--- config.mk ---
export PLATFORM = sky130hd
export DESIGN_NAME = int_sched_flat
export DESIGN_NICKNAME = d
export VERILOG_FILES = /design/src/rtl/int_sched_pkg.sv /design/src/rtl/int_sched_if.sv /design/src/rtl/int_prio_arb.sv /design/src/rtl/int_sched.sv /design/src/flat_wrapper.sv
export SDC_FILE = /design/constraint.sdc
export NUM_CORES = 1
export LEC_CHECK = 0
export ABC_AREA = 0
export ABC_CLOCK_PERIOD_IN_PS = 2400
export CORE_MARGIN = 5
export CORE_UTILIZATION = 47
export DETAILED_ROUTE_END_ITERATION = 10
export GPL_TIMING_DRIVEN = 0
export PLACE_DENSITY = 0.88
export SETUP_SLACK_MARGIN = 0.15
export SLEW_MARGIN = 5
export SYNTH_ARGS = -nofsm -noshare
export SYNTH_HDL_FRONTEND = slang
export SYNTH_HIERARCHICAL = 1
export SYNTH_SLANG_ARGS = --single-unit
--- constraint.sdc ---
create_clock -name CLK -period 2.4 [get_ports CLK]
set_input_delay 0.48 -clock CLK [delete_from_list [all_inputs] [get_ports CLK]]
set_output_delay 0.48 -clock CLK [all_outputs]
set_load 0.1 [all_outputs]
--- src/rtl/int_sched_pkg.sv ---
// Shared types and constants for the interrupt scheduler and the PC-select path.
package int_sched_pkg;

    typedef enum logic [1:0] {
        IDLE   = 2'd0,
        ARB    = 2'd1,
        TAKE   = 2'd2,
        ACTIVE = 2'd3
    } int_state_t;

    // pcSource value forced by the branch-condition generator when int_taken is high.
    localparam logic [2:0] PC_SRC_INT = 3'b100;

    function automatic int unsigned wrap_inc(input int unsigned idx, input int unsigned n);
        return (idx + 1 >= n) ? 0 : idx + 1;
    endfunction

endpackage

--- src/rtl/int_sched_if.sv ---
// Request/enable/pipeline-status bundle between the core and the interrupt scheduler.
interface int_sched_if #(
    parameter int unsigned NUM_SRC = 4,
    parameter int unsigned CAUSE_W = $clog2(NUM_SRC)
);
    logic [NUM_SRC-1:0] irq;
    logic [NUM_SRC-1:0] irq_mask;
    logic               mie;
    logic               redirect;
    logic               stall;
    logic               mret;
    logic               int_taken;
    logic [CAUSE_W-1:0] int_cause;
    logic               int_active;
    logic [NUM_SRC-1:0] pending;

    modport master (
        output irq, irq_mask, mie, redirect, stall, mret,
        input  int_taken, int_cause, int_active, pending
    );

    modport slave (
        input  irq, irq_mask, mie, redirect, stall, mret,
        output int_taken, int_cause, int_active, pending
    );
endinterface

--- src/rtl/int_prio_arb.sv ---
// Combinational picker: first set bit of elig searching upward from start, wrapping.
module int_prio_arb
    import int_sched_pkg::*;
#(
    parameter int unsigned NUM_SRC = 4,
    parameter int unsigned CAUSE_W = $clog2(NUM_SRC)
) (
    input  logic [NUM_SRC-1:0] elig,
    input  logic [CAUSE_W-1:0] start,
    output logic [CAUSE_W-1:0] winner,
    output logic               valid
);

    always_comb begin
        logic [CAUSE_W-1:0] v_idx;
        winner = '0;
        valid  = 1'b0;
        v_idx  = start;
        for (int k = 0; k < NUM_SRC; k++) begin
            if (!valid && elig[v_idx]) begin
                valid  = 1'b1;
                winner = v_idx;
            end
            v_idx = CAUSE_W'(wrap_inc(32'(v_idx), NUM_SRC));
        end
    end

endmodule

--- src/rtl/int_sched.sv ---
// Interrupt scheduler: edge capture, masking, arbitration and safe-point issue of int_taken.
// Define INT_SCHED_RR_EN for round-robin arbitration instead of fixed lowest-index priority.
module int_sched
    import int_sched_pkg::*;
#(
    parameter int unsigned NUM_SRC = 4,
    parameter int unsigned CAUSE_W = $clog2(NUM_SRC)
) (
    input logic       CLK,
    input logic       RST_N,
    int_sched_if.slave bus
);

    int_state_t         r_state;
    logic [NUM_SRC-1:0] r_pending;
    logic [NUM_SRC-1:0] r_irq_q;
    logic [CAUSE_W-1:0] r_cause;
    logic               r_int_taken;
    logic               r_int_active;

    logic [NUM_SRC-1:0] w_elig;
    logic [NUM_SRC-1:0] w_rise;
    logic [NUM_SRC-1:0] w_clr;
    logic [CAUSE_W-1:0] w_start;
    logic [CAUSE_W-1:0] w_winner;
    logic               w_valid;
    logic               w_req;
    logic               w_safe;

    assign w_elig = r_pending & bus.irq_mask;
    assign w_rise = bus.irq & ~r_irq_q;
    assign w_req  = bus.mie && w_valid;
    assign w_safe = !bus.stall && !bus.redirect;

    always_comb begin
        w_clr = '0;
        if (r_state == TAKE) w_clr[r_cause] = 1'b1;
    end

    // A new edge on the source being cleared keeps its pending bit set.
    always_ff @(posedge CLK or negedge RST_N) begin
        if (!RST_N) begin
            r_pending <= '0;
            r_irq_q   <= '0;
        end else begin
            r_pending <= (r_pending & ~w_clr) | w_rise;
            r_irq_q   <= bus.irq;
        end
    end

`ifdef INT_SCHED_RR_EN
    logic [CAUSE_W-1:0] r_last;

    always_ff @(posedge CLK or negedge RST_N) begin
        if (!RST_N) begin
            r_last <= CAUSE_W'(NUM_SRC - 1);
        end else if (r_state == TAKE) begin
            r_last <= r_cause;
        end
    end

    assign w_start = CAUSE_W'(wrap_inc(32'(r_last), NUM_SRC));
`else
    assign w_start = '0;
`endif

    int_prio_arb #(
        .NUM_SRC (NUM_SRC),
        .CAUSE_W (CAUSE_W)
    ) u_arb (
        .elig   (w_elig),
        .start  (w_start),
        .winner (w_winner),
        .valid  (w_valid)
    );

    always_ff @(posedge CLK or negedge RST_N) begin
        if (!RST_N) begin
            r_state      <= IDLE;
            r_cause      <= '0;
            r_int_taken  <= 1'b0;
            r_int_active <= 1'b0;
        end else begin
            r_int_taken <= 1'b0;
            unique case (r_state)
                IDLE: begin
                    if (w_req) r_state <= ARB;
                end
                // Re-arbitrated every cycle so a later higher-priority request can preempt.
                ARB: begin
                    if (!w_req) begin
                        r_state <= IDLE;
                    end else if (w_safe) begin
                        r_cause     <= w_winner;
                        r_int_taken <= 1'b1;
                        r_state     <= TAKE;
                    end
                end
                TAKE: begin
                    r_state      <= ACTIVE;
                    r_int_active <= 1'b1;
                end
                ACTIVE: begin
                    if (bus.mret) begin
                        r_state      <= IDLE;
                        r_int_active <= 1'b0;
                    end
                end
                default: begin
                    r_state      <= IDLE;
                    r_int_active <= 1'b0;
                end
            endcase
        end
    end

    assign bus.int_taken  = r_int_taken;
    assign bus.int_cause  = r_cause;
    assign bus.int_active = r_int_active;
    assign bus.pending    = r_pending;

endmodule
--- src/flat_wrapper.sv ---
// flat-port wrapper written by rule: the top's interface ports become plain ports
module int_sched_flat import int_sched_pkg::*;
#(
    parameter int unsigned NUM_SRC = 4,
    parameter int unsigned CAUSE_W = $clog2(NUM_SRC)
)
  (CLK, RST_N, bus_irq, bus_irq_mask, bus_mie, bus_redirect, bus_stall, bus_mret, bus_int_taken, bus_int_cause, bus_int_active, bus_pending);
  int_sched_if #(.NUM_SRC(NUM_SRC), .CAUSE_W(CAUSE_W)) bus_i ();
  input logic CLK;
  input logic RST_N;
  input wire logic [$bits(bus_i.irq)-1:0] bus_irq;
  input wire logic [$bits(bus_i.irq_mask)-1:0] bus_irq_mask;
  input wire logic [$bits(bus_i.mie)-1:0] bus_mie;
  input wire logic [$bits(bus_i.redirect)-1:0] bus_redirect;
  input wire logic [$bits(bus_i.stall)-1:0] bus_stall;
  input wire logic [$bits(bus_i.mret)-1:0] bus_mret;
  output wire logic [$bits(bus_i.int_taken)-1:0] bus_int_taken;
  output wire logic [$bits(bus_i.int_cause)-1:0] bus_int_cause;
  output wire logic [$bits(bus_i.int_active)-1:0] bus_int_active;
  output wire logic [$bits(bus_i.pending)-1:0] bus_pending;
  assign bus_i.irq = bus_irq;
  assign bus_i.irq_mask = bus_irq_mask;
  assign bus_i.mie = bus_mie;
  assign bus_i.redirect = bus_redirect;
  assign bus_i.stall = bus_stall;
  assign bus_i.mret = bus_mret;
  assign bus_int_taken = bus_i.int_taken;
  assign bus_int_cause = bus_i.int_cause;
  assign bus_int_active = bus_i.int_active;
  assign bus_pending = bus_i.pending;
  int_sched #(.NUM_SRC(NUM_SRC), .CAUSE_W(CAUSE_W)) u_core (.CLK(CLK), .RST_N(RST_N), .bus(bus_i));
endmodule
==> results of run 1 <==
==> power by group through the flow <==
stage / sequential, mW / combinational, mW / clock [mW]
floorplan: 0.702 / 0.193 / 0
global placement: 0.372 / 0.684 / 0
detailed placement: 0.373 / 0.694 / 0
CTS: 0.369 / 0.674 / 0.166
global route: 0.386 / 0.728 / 0.179
finish: 0.370 / 0.695 / 0.162
==> layer usage <==
metal  GRT usage  wire length, µm
met5           0                0
met4     0.05532               48
met3     0.01994               76
met2      0.2665             1035
met1      0.1741              795
==> cells by family (layout without fill, tap and decap cells) <==
group | Yosys count | count (layout) | share of synthesized area
flip-flops | 14 | 14 | 0.4124
XOR/XNOR | 2 | 2 | 0.02062
AO/OA/AOI/OAI | 26 | 26 | 0.2092
other | 1 | 8 | 0.004414
AND/OR/NAND/NOR | 29 | 29 | 0.2092
buffers and inverters | 10 | 37 | 0.05302
adder cells (fa/ha/maj) | 1 | 1 | 0.01473
multiplexers | 5 | 5 | 0.07658
==> cell usage in the layout (no fill, tap or decap), types with 3 or more instances in the layout <==
cell,instances
a21oi_1,4
dlygate4sd2_1,6
nor2_1,3
nand3b_1,3
dfrtp_1,11
clkbuf_4,3
buf_4,4
o21ai_0,7
conb_1,8
inv_1,8
nand2_1,7
clkdlybuf4s50_1,14
and2_1,4
==> metrics by stage <==
stage | util | hold WS [ps] | total power [mW] | cell area [µm²] | setup TNS, ps
detailed placement | 0.6507 | 411.6 | 1.067 | 1124 | -407.9
floorplan | - | 184.4 | 0.8958 | 882.1 | 0
finish | 0.6855 | 422.0 | 1.227 | 1184 | 0
global route | 0.6855 | 448.9 | 1.293 | 1184 | 0
global placement | 0.6507 | 400.4 | 1.055 | 1124 | -321.2
CTS | 0.6703 | 422.8 | 1.210 | 1157 | 0
==> final cells by class <==
type                       instances  area [µm²]  area share
tap                               25       31.28     0.02643
inverter                           8       30.03     0.02537
timing repair buffer              23       220.2      0.1860
buffer                             2       15.01     0.01268
multi-input combinational         71       494.2      0.4175
sequential                        14       356.6      0.3013
clock buffer                       4       36.28     0.03066
==> synthesized netlist by cell type (2+ instances only) <==
cell type   n
a21oi_1     4
and2_1      6
buf_4       2
dfrtp_1    14
inv_1       8
mux2_2      2
mux2i_1     2
nand2_1     7
nand2b_1    2
nand3_1     2
nand3b_1    3
nor2_1      3
o21ai_0     7
xnor2_1     2
==> state kept, by name (all words and copies together) (netlist names), named ones only <==
signal and flops:
u_core/bus.pending 4, u_core/r_irq_q 4, u_core/bus.int_cause 2, u_core/bus.int_active 1, u_core/bus.int_taken 1, u_core/r_state 1
==> worst max path at each step <==
| stage | from | end | cells past startpoint | slack (ps) |
|---|---|---|---|---|
| after global placement | bus_irq_mask[0] | u_core/bus.int_cause[1] | 8 | -140 |
| final | u_core/bus.int_taken | bus_int_taken | 1 | 210 |
| after CTS | u_core/bus.int_active | bus_int_active | 1 | 150 |
| after floorplan | u_core/bus.pending[0] | u_core/bus.int_cause[0] | 7 | 160 |
| after global routing | bus_irq_mask[0] | register | 9 | 150 |
| after detailed placement | bus_irq_mask[0] | u_core/bus.int_cause[0] | 8 | -170 |
==> what timing repair did <==
| item | in CTS | in global routing |
|---|---|---|
| setup endpoints to repair | 8 | 3 |
| pin swaps | 0 | 3 |
| setup buffers | 0 | 2 |
| resized for setup | 7 | 5 |
==> results.md, run 1 <==
- Total number of vias: 761
- # port buffers: 21
- Clk_lat worst skew: roughly 270 ps
- Cts hold-fix bufs: 0
- Via density: 5.177
- Cts bufs inserted: 3
- Relative slew slack: 0.3504
- Yosys top cell area share: 0.4124
- Clk root buf: clkbuf_4
- Largest net degree at the start of global routing: 15
- Fmax: 455.7 MHz
- Inst Count DP: 141
- Number of flops mapped to enable cells by yosys: 0
- CP Buf/Inv Count: 1
- Yosys warns: 6
- Worst Hold Endpoint: u_core/bus.pending[1]
- Critical Path AT: 1710 ps
- TritonCTS Sinks: 14
- Grt total ovfl: 0
- CTS Buffer Depth: 2
- Synthesized netlist cell count: 88
- Final Non-Filler Cells: around 150
- Worst Hold Class: reg -> reg
- Fraction of registers with async set/reset: 1.000
- HPWL Detailed: 1.453 mm
- Cell variety after synth: 38
- Core area: 1727 µm²
- Min cycle time layout: 2195 ps
- Starting DRT DRC Count: 26
- Clock transition at the registers of the reported paths: 80 ps
- Max Cap Violations: 0
- Cell family with most CP delay: buffers and inverters
- Final Hold Viols: 0
- CP Max Fanout: 1
- Share of layout cells above drive strength 1: 0.1803
- Worst Path Required: 1920 ps
- Pint: 0.5818 mW
- VDD IR-drop max: 0.001105 V
- Synth Flop Type: dfrtp_1
- Critical-path top delay cell: clkdlybuf4s50_1
- Initial antenna violation count: 0
- Row cnt: 15
- Status: finished clean
- DRT Pass-1 Iters: 4
- Area added between synthesis and finish: 39.32%
- TritonCTS clock tree: built
- Initial Util: 0.4920
- Synth area leader: dfrtp_1
- Slew of the pin with the lowest slew margin: ~1000 ps
- Setup clock skew after layout: 3.907 ps
- Crit path kind: reg -> out
- Post-synthesis cell area: 849.6 µm²
- Critical R2R Launch: u_core/bus.pending[0]
- HP Start: u_core/r_irq_q[1]
- First-pass GRT wire length: 3.036 mm
- R2R Setup Slk: 300 ps
- Sequential-to-total area share from yosys stat: 0.4124
- Drt total wl: 1.957 mm
- Worst slack, placed: -171.0 ps
- Crit. End Element: primary output
- Worst Setup Slack, final: 205.4 ps
- Startpoint types: register
- Placer Congestion: roughly 0.86
- Flops & latches, synth: 14
- Synth Area per Inst: roughly 9.7 µm²
- Number of I/O pins: 22
- Inserted Diodes: 0
- Post-route ant nets: 0
- Htree depth: 1
- Fin. max-slew vios: 0
- Share of power burned in registers: 0.301
- Die Wd: 52.52 µm
- Max incr delay on CP: around 1100 ps
- P_sw: 0.6448 mW
- Power density over the cells: 1036 nW/µm²
- Net Sw Frac: 0.5257
- Clk pwr share: 0.132
- CP Cell Sequence: clkdlybuf4s50_1
- Comb power frac: 0.567
- Final net count: 138
- Avg WL per Cell: 13.31 µm
- Final-layout fill cell count: between 100 and 150
- Vias in the first global route: 721
- Final Cycle Share: 0.9144
- Final setup violation count: 0
- RSZ-0062 raised after global routing: yes
- Worst Reg-to-Reg Cells: 8
- Leading post-synthesis cells by cell area: dfrtp_1 41%, and2_1 4.4%, o21ai_0 4.1%, inv_1 3.5%, nand2_1 3.1%
- Hold depth: 1
- Lkg Pwr: 0.5262 nW
- Gr usage total: 0.1474
- Residual DRC: 0
- Overall die height: 52.52 µm
- Die footprint: 2758 µm²
(Power assumes the default switching activity.)
==> run 2: changes to the inputs <==
ABC_CLOCK_PERIOD_IN_PS = 2170   (was 2400)
CORE_UTILIZATION = 60   (was 47)
DONT_BUFFER_PORTS = 1   (was not set)
PLACE_DENSITY = 0.87   (was 0.88)
clock period = 2.17 ns   (was 2.4 ns; I/O delays follow)
==> results.md, run 2 (synthesis results as in run 1) <==
- Inst Count DP: 110 (-22%)
- RSZ-0062 raised after global routing: yes
- TritonCTS Sinks: 14 (unchanged)
- Crit path kind: reg -> reg
- Inserted Diodes: 0 (unchanged)
- Residual DRC: 0 (unchanged)
- CTS Buffer Depth: 2 (unchanged)
- Seq. cell area: 362.8 µm² (+1.8%)
- Hold depth: 0 (-1)
- Failing checks: setup timing
- # port buffers: 0 (-100%)
- Met2 GRT Util: 0.2968 (+0.03026)
- Crit. End Element: register
- Initial antenna violation count: 0 (unchanged)
- Worst Path Required: 2330 ps (+410 ps)
- Commonest non-fill, non-tap cell in the layout: dfrtp_1
- Overall die height: 47.63 µm (-9.3%)
- Drt total wl: 1.827 mm (-6.6%)
- Final setup violation count: 4 (+4)
- Number of I/O pins: 22 (unchanged)
- Die footprint: 2269 µm² (-18%)
- Final Non-Filler Cells: 121 (-18%)
- Met1 usage: 0.2278 (+0.05367)
- Fmax: about 450 MHz
- Worst Hold Class: in -> reg
- Worst Reg-to-Reg Cells: 7 (-1)
- Footprint of the multi-input gates: 495.5 µm² (+0.25%)
- Fin. max-slew vios: 0 (unchanged)
- Total Power: 1.262 mW (+2.9%)
- Area added between synthesis and finish: 19.00%
- Global route hottest layer: met2
- Die Wd: 47.63 µm (-9.3%)
- Htree depth: 1 (unchanged)
- Clk_lat worst skew: 270 ps (about the same)
- Critical Path AT: 2410 ps (+700 ps)
- Initial Util: 0.6448 (+0.1528)
- Grt total ovfl: 0 (unchanged)
- VDD IR-drop max: 0.0009883 V (-11%)
- Row cnt: 13 (-2)
- Post-route ant nets: 0 (unchanged)
- Max Cap Violations: 0 (unchanged)
- Largest net degree at the start of global routing: 15 (unchanged)
- Core area: 1318 µm² (-24%)
- Gr usage total: 0.1832 (+0.03577)
- Starting DRT DRC Count: 26 (unchanged)
- Final Cycle Share: 1.035
- Vias in the first global route: 697 (-3.3%)
- HPWL Detailed: 1.309 mm (-9.9%)
- Final net count: 122 (-12%)
- Clk root buf: clkbuf_4
- Worst Setup Slack, final: -76.57 ps (-282.0 ps)
- Lkg Pwr: 0.4568 nW (-13%)
- Total number of vias: 721 (-5.3%)
- TritonCTS clock tree: built
- Placer Congestion: 0.8527 (-0.44%)
- Min cycle time layout: between 2000 and 2500 ps
- Final-layout fill cell count: 89 (-37%)
- Commonest cells after routing, fill and taps aside: 10 x dfrtp_1, 8 x inv_1, 8 x conb_1, 7 x o21ai_0, 7 x nand2_1
- Clock transition at the registers of the reported paths: 70 ps (about the same)
- Avg WL per Cell: 15.10 µm (+13%)
- CP Max Fanout: 4 (+3)
- Cts bufs inserted: 3 (unchanged)
- DRT Pass-1 Iters: 4 (unchanged)
- Setup clock skew after layout: 0.7092 ps (-3.197 ps)
- Fin Setup TNS: -224.0 ps (-224.0 ps)
- Power density over the cells: 1248 nW/µm² (+20%)
- Share of layout cells above drive strength 1: 0.2547 (+0.07439)
- Relative slew slack: 0.3373 (-0.01312)
- Slew of the pin with the lowest slew margin: 994.1 ps (+21.27 ps)
- Startpoint types: register
- Via density: 5.959 (+15%)
- Final Hold Viols: 0 (unchanged)
- Global Route met3 Usage: 0.04135 (+0.02141)
- First-pass GRT wire length: 2.898 mm (-4.5%)
- Status: finished with violations
## run 2: power breakdown
part           internal (mW)  total [mW]  switching (mW)
Clock                 0.0713       0.146          0.0744
Sequential             0.334       0.807           0.473
Combinational          0.154       0.309           0.155
## run 2: timing repair
action	CTS	global route
pin swaps	1	2
hold endpoints to repair	14	0
hold buffers	1	0
setup endpoints to repair	4	5
setup buffers	4	2
gates resized for setup	3	4
## run 2: final timing paths
kind                                       start                 endpoint  slack (ps)
setup reg to reg           u_core/bus.pending[0]  u_core/bus.int_cause[1]         -80
max in group asynchronous                  RST_N    u_core/bus.pending[0]        1100
min in group asynchronous                  RST_N        u_core/r_irq_q[3]         610
hold reg to reg                u_core/r_irq_q[3]    u_core/bus.pending[3]         430
setup / recovery           u_core/bus.pending[0]  u_core/bus.int_cause[1]         -80
hold / removal                        bus_irq[0]        u_core/r_irq_q[0]         180
## run 2: final cells by class
| class | count | area share |
|---|---|---|
| flip-flops and latches | 14 | 0.3589 |
| plain buffers | 2 | 0.01485 |
| clock buffers | 4 | 0.02599 |
| repair buffers | 7 | 0.06188 |
| multi-input cells | 71 | 0.4901 |
| well taps | 15 | 0.01856 |
| inverters | 8 | 0.02970 |
## run 2: layer usage
metal / part of all wire / up-vias
met4: 0.015 / 0
met5: 0 / -
li1: - / 343
met1: 0.40 / 349
met2: 0.54 / 24
met3: 0.047 / 5
## run 2: stage by stage
stage | hold WS, ps | utilization | area [µm²] | worst slack, ps
2_1_floorplan | 138.4 | - | 890.9 | 46.89
5_1_grt | 154.3 | 0.7673 | 1011 | -122.1
3_3_place_gp | 138.7 | 0.6904 | 909.6 | -89.97
4_1_cts | 172.9 | 0.7464 | 983.4 | -68.42
6_report | 182.6 | 0.7673 | 1011 | -76.57
3_5_place_dp | 138.6 | 0.6904 | 909.6 | -157.4
## run 2: worst max-delay path, cell delays in order, from the launching register on
cell	delay [ps]
dfrtp_4	630
and2_4	200
mux4_2	490
nor3b_2	220
nand2_1	120
nand3_2	120
nor4_4	50
mux2_2	290
==> run 3: changes to the inputs <==
ABC_AREA = not set   (was 0)
ABC_CLOCK_PERIOD_IN_PS = 1880   (was 2170)
CORE_UTILIZATION = 54   (was 60)
PLACE_DENSITY = 0.83   (was 0.87)
clock period = 1.88 ns   (was 2.17 ns; I/O delays follow)
==> results.md, run 3 (synthesis results as in run 1) <==
- Critical Path AT: 2340 ps (-70 ps)
- Via density: 5.925 (-0.57%)
- Cts bufs inserted: 3 (unchanged)
- Clk root buf: clkbuf_4
- Critical-path top delay cell: dfrtp_4
- Inserted Diodes: 0 (unchanged)
- Lkg Pwr: 0.4514 nW (-1.2%)
- Share of power burned in registers: 0.640 (about the same)
- Status: finished with violations
- Die footprint: 2467 µm² (+8.7%)
- Starting DRT DRC Count: 5 (-81%)
- Slew of the pin with the lowest slew margin: 1000 ps (+6.290 ps)
- TritonCTS Sinks: 14 (unchanged)
- Worst Hold Class: in -> reg
- Final-layout fill cell count: 128 (+44%)
- Startpoint types: register
- Commonest cells after routing, fill and taps aside: 10 x dfrtp_1, 8 x inv_1, 8 x conb_1, 7 x o21ai_0, 7 x nand2_1
- Number of I/O pins: 22 (unchanged)
- Worst slack, placed: -405.4 ps (-248.1 ps)
- Comb power frac: 0.243 (-0.002)
- Overall die height: 49.67 µm (+4.3%)
- Htree depth: 1 (unchanged)
- Area added between synthesis and finish: 17.08%
- First-pass GRT wire length: 3.229 mm (+11%)
- Drt total wl: 1.848 mm (+1.1%)
- Final Cycle Share: 1.159 (+0.1239)
- Worst Setup Slack, final: -299.4 ps (-222.8 ps)
- HPWL Detailed: 1.354 mm (+3.4%)
- Hold slack: 123.9 ps (-58.63 ps)
- Total number of vias: 711 (-1.4%)
- CTS Buffer Depth: 2 (unchanged)
- VDD IR-drop max: 0.0009882 V (about the same)
- Gr usage total: 0.1652 (-0.01795)
- CP Max Fanout: 4 (unchanged)
- Fmax: 458.9 MHz (+3.1%)
- Failing checks: setup timing
- Net Sw Frac: 0.5542 (-0.002077)
- Core area: 1506 µm² (+14%)
- Die Wd: 49.67 µm (+4.3%)
- Fin. max-slew vios: 0 (unchanged)
- Final net count: 120 (-1.6%)
- Placer Congestion: 0.8313 (-2.5%)
- Clk pwr share: 0.117 (+0.002)
- Clk_lat worst skew: 270 ps (about the same)
- CP Cell Sequence: and2_4, mux4_2, nor3b_2, nand2_1, nand3_2, nor4_4, mux2_2
- RSZ-0062 raised after global routing: yes
- Power density over the cells: 1461 nW/µm² (+17%)
- # port buffers: 0 (unchanged)
- DRT Pass-1 Iters: 4 (unchanged)
- Worst Path Required: 2040 ps (-290 ps)
- P_sw: 0.8055 mW (+15%)
- Grt total ovfl: 0 (unchanged)
- Setup clock skew after layout: 0.3941 ps (-0.3151 ps)
- Initial antenna violation count: 0 (unchanged)
- Final Hold Viols: 0 (unchanged)
- Min cycle time layout: 2179 ps (-67.22 ps)
- Final setup violation count: 5 (+1)
- Pint: 0.6479 mW (+16%)
- CP Buf/Inv Count: 0 (unchanged)
- Row cnt: 14 (+1)
- Largest net degree at the start of global routing: 15 (unchanged)
- Initial Util: 0.5640 (-0.08087)
- Clock transition at the registers of the reported paths: 70 ps (about the same)
- Total Power: 1.453 mW (+15%)
- Fin Setup TNS: -930.6 ps (-706.5 ps)
- Vias in the first global route: 700 (+0.43%)
- Post-route ant nets: 0 (unchanged)
- Cell family with most CP delay: multiplexers
- Share of layout cells above drive strength 1: 0.2404 (-0.01433)
- TritonCTS clock tree: built
- Crit path kind: reg -> reg
- Residual DRC: 0 (unchanged)
- Max Cap Violations: 0 (unchanged)
- Crit. End Element: register
- Relative slew slack: 0.3331 (-0.004193)
- Max incr delay on CP: 630 ps (about the same)
- Avg WL per Cell: 15.40 µm (+2.0%)
- Commonest non-fill, non-tap cell in the layout: dfrtp_1
-- run 3: cell types whose count changed in the layout (fill, tap and decap cells not counted) --
| cell | before | now |
|---|---|---|
| buf_6 | 2 | 0 |
| dfrtp_4 | 3 | 4 |
| nand3_2 | 1 | 2 |
| and2_4 | 2 | 3 |
| a21oi_2 | 2 | 1 |
| dfrtp_2 | 1 | 0 |
| nand3_1 | 2 | 1 |
| a21oi_1 | 3 | 4 |
| and2_2 | 1 | 0 |
-- run 3: path summary, 6_finish.rpt --
| check | startpoint | depth (start not counted) | end | slack [ps] |
|---|---|---|---|---|
| worst min-delay path | bus_irq[3] | 0 | u_core/r_irq_q[3] | 120 |
| worst max register to register | u_core/bus.pending[0] | 7 | u_core/bus.int_cause[1] | -300 |
| worst max-delay path | u_core/bus.pending[0] | 7 | u_core/bus.int_cause[1] | -300 |
| min in group asynchronous | RST_N | 1 | u_core/bus.pending[0] | 550 |
| max in group asynchronous | RST_N | 1 | u_core/bus.pending[2] | 880 |
| worst min register to register | u_core/r_irq_q[3] | 1 | u_core/bus.pending[3] | 420 |
-- run 3: what timing repair did --
item	4_1_cts	5_1_grt
buffers inserted	3	1
gates resized for setup	2	6
pin swaps	1	2
setup endpoints to repair	5	6
hold buffers	1	0
endpoints found under the hold margin	14	0
-- run 3: cell type report --
type	instances	area (µm²)	area share
flip-flops and latches	14	365.4	0.3673
well taps	16	20.02	0.02013
multi-input cells	71	498.0	0.5006
plain buffers	2	15.01	0.01509
clock buffers	4	26.28	0.02642
repair buffers	5	40.04	0.04025
inverters	8	30.03	0.03019
-- run 3: power groups by stage --
stage | Combinational [mW] | Sequential [mW] | Clock [mW]
after floorplan | 0.254 | 0.898 | 0
after global placement | 0.280 | 0.925 | 0
after detailed placement | 0.290 | 0.929 | 0
after CTS | 0.319 | 0.929 | 0.176
after global routing | 0.398 | 0.946 | 0.193
final | 0.354 | 0.930 | 0.169
-- run 3: stage by stage --
step                instance area [µm²]  utilization  cells
finish                            994.7       0.6603    120
global route                      994.7       0.6603    120
CTS                               974.7       0.6470    119
detailed placement                910.9       0.6047    111
global placement                  910.9       0.6047    111
floorplan                         890.9            -     95
-- run 3: per-layer routing --
metal | GRT usage | share of wire
met3 | 0.04819 | 0.076
met4 | 0.05240 | 0.0097
met1 | 0.2023 | 0.39
met2 | 0.2754 | 0.52
met5 | 0 | 0
-- run 3: worst register-to-register path: cells and delay by family (launching register included) --
| kind | cells | cell delay [ps] |
|---|---|---|
| flip-flops | 1 | 630 |
| multiplexers | 2 | 760 |
| AND/OR/NAND/NOR | 5 | 680 |
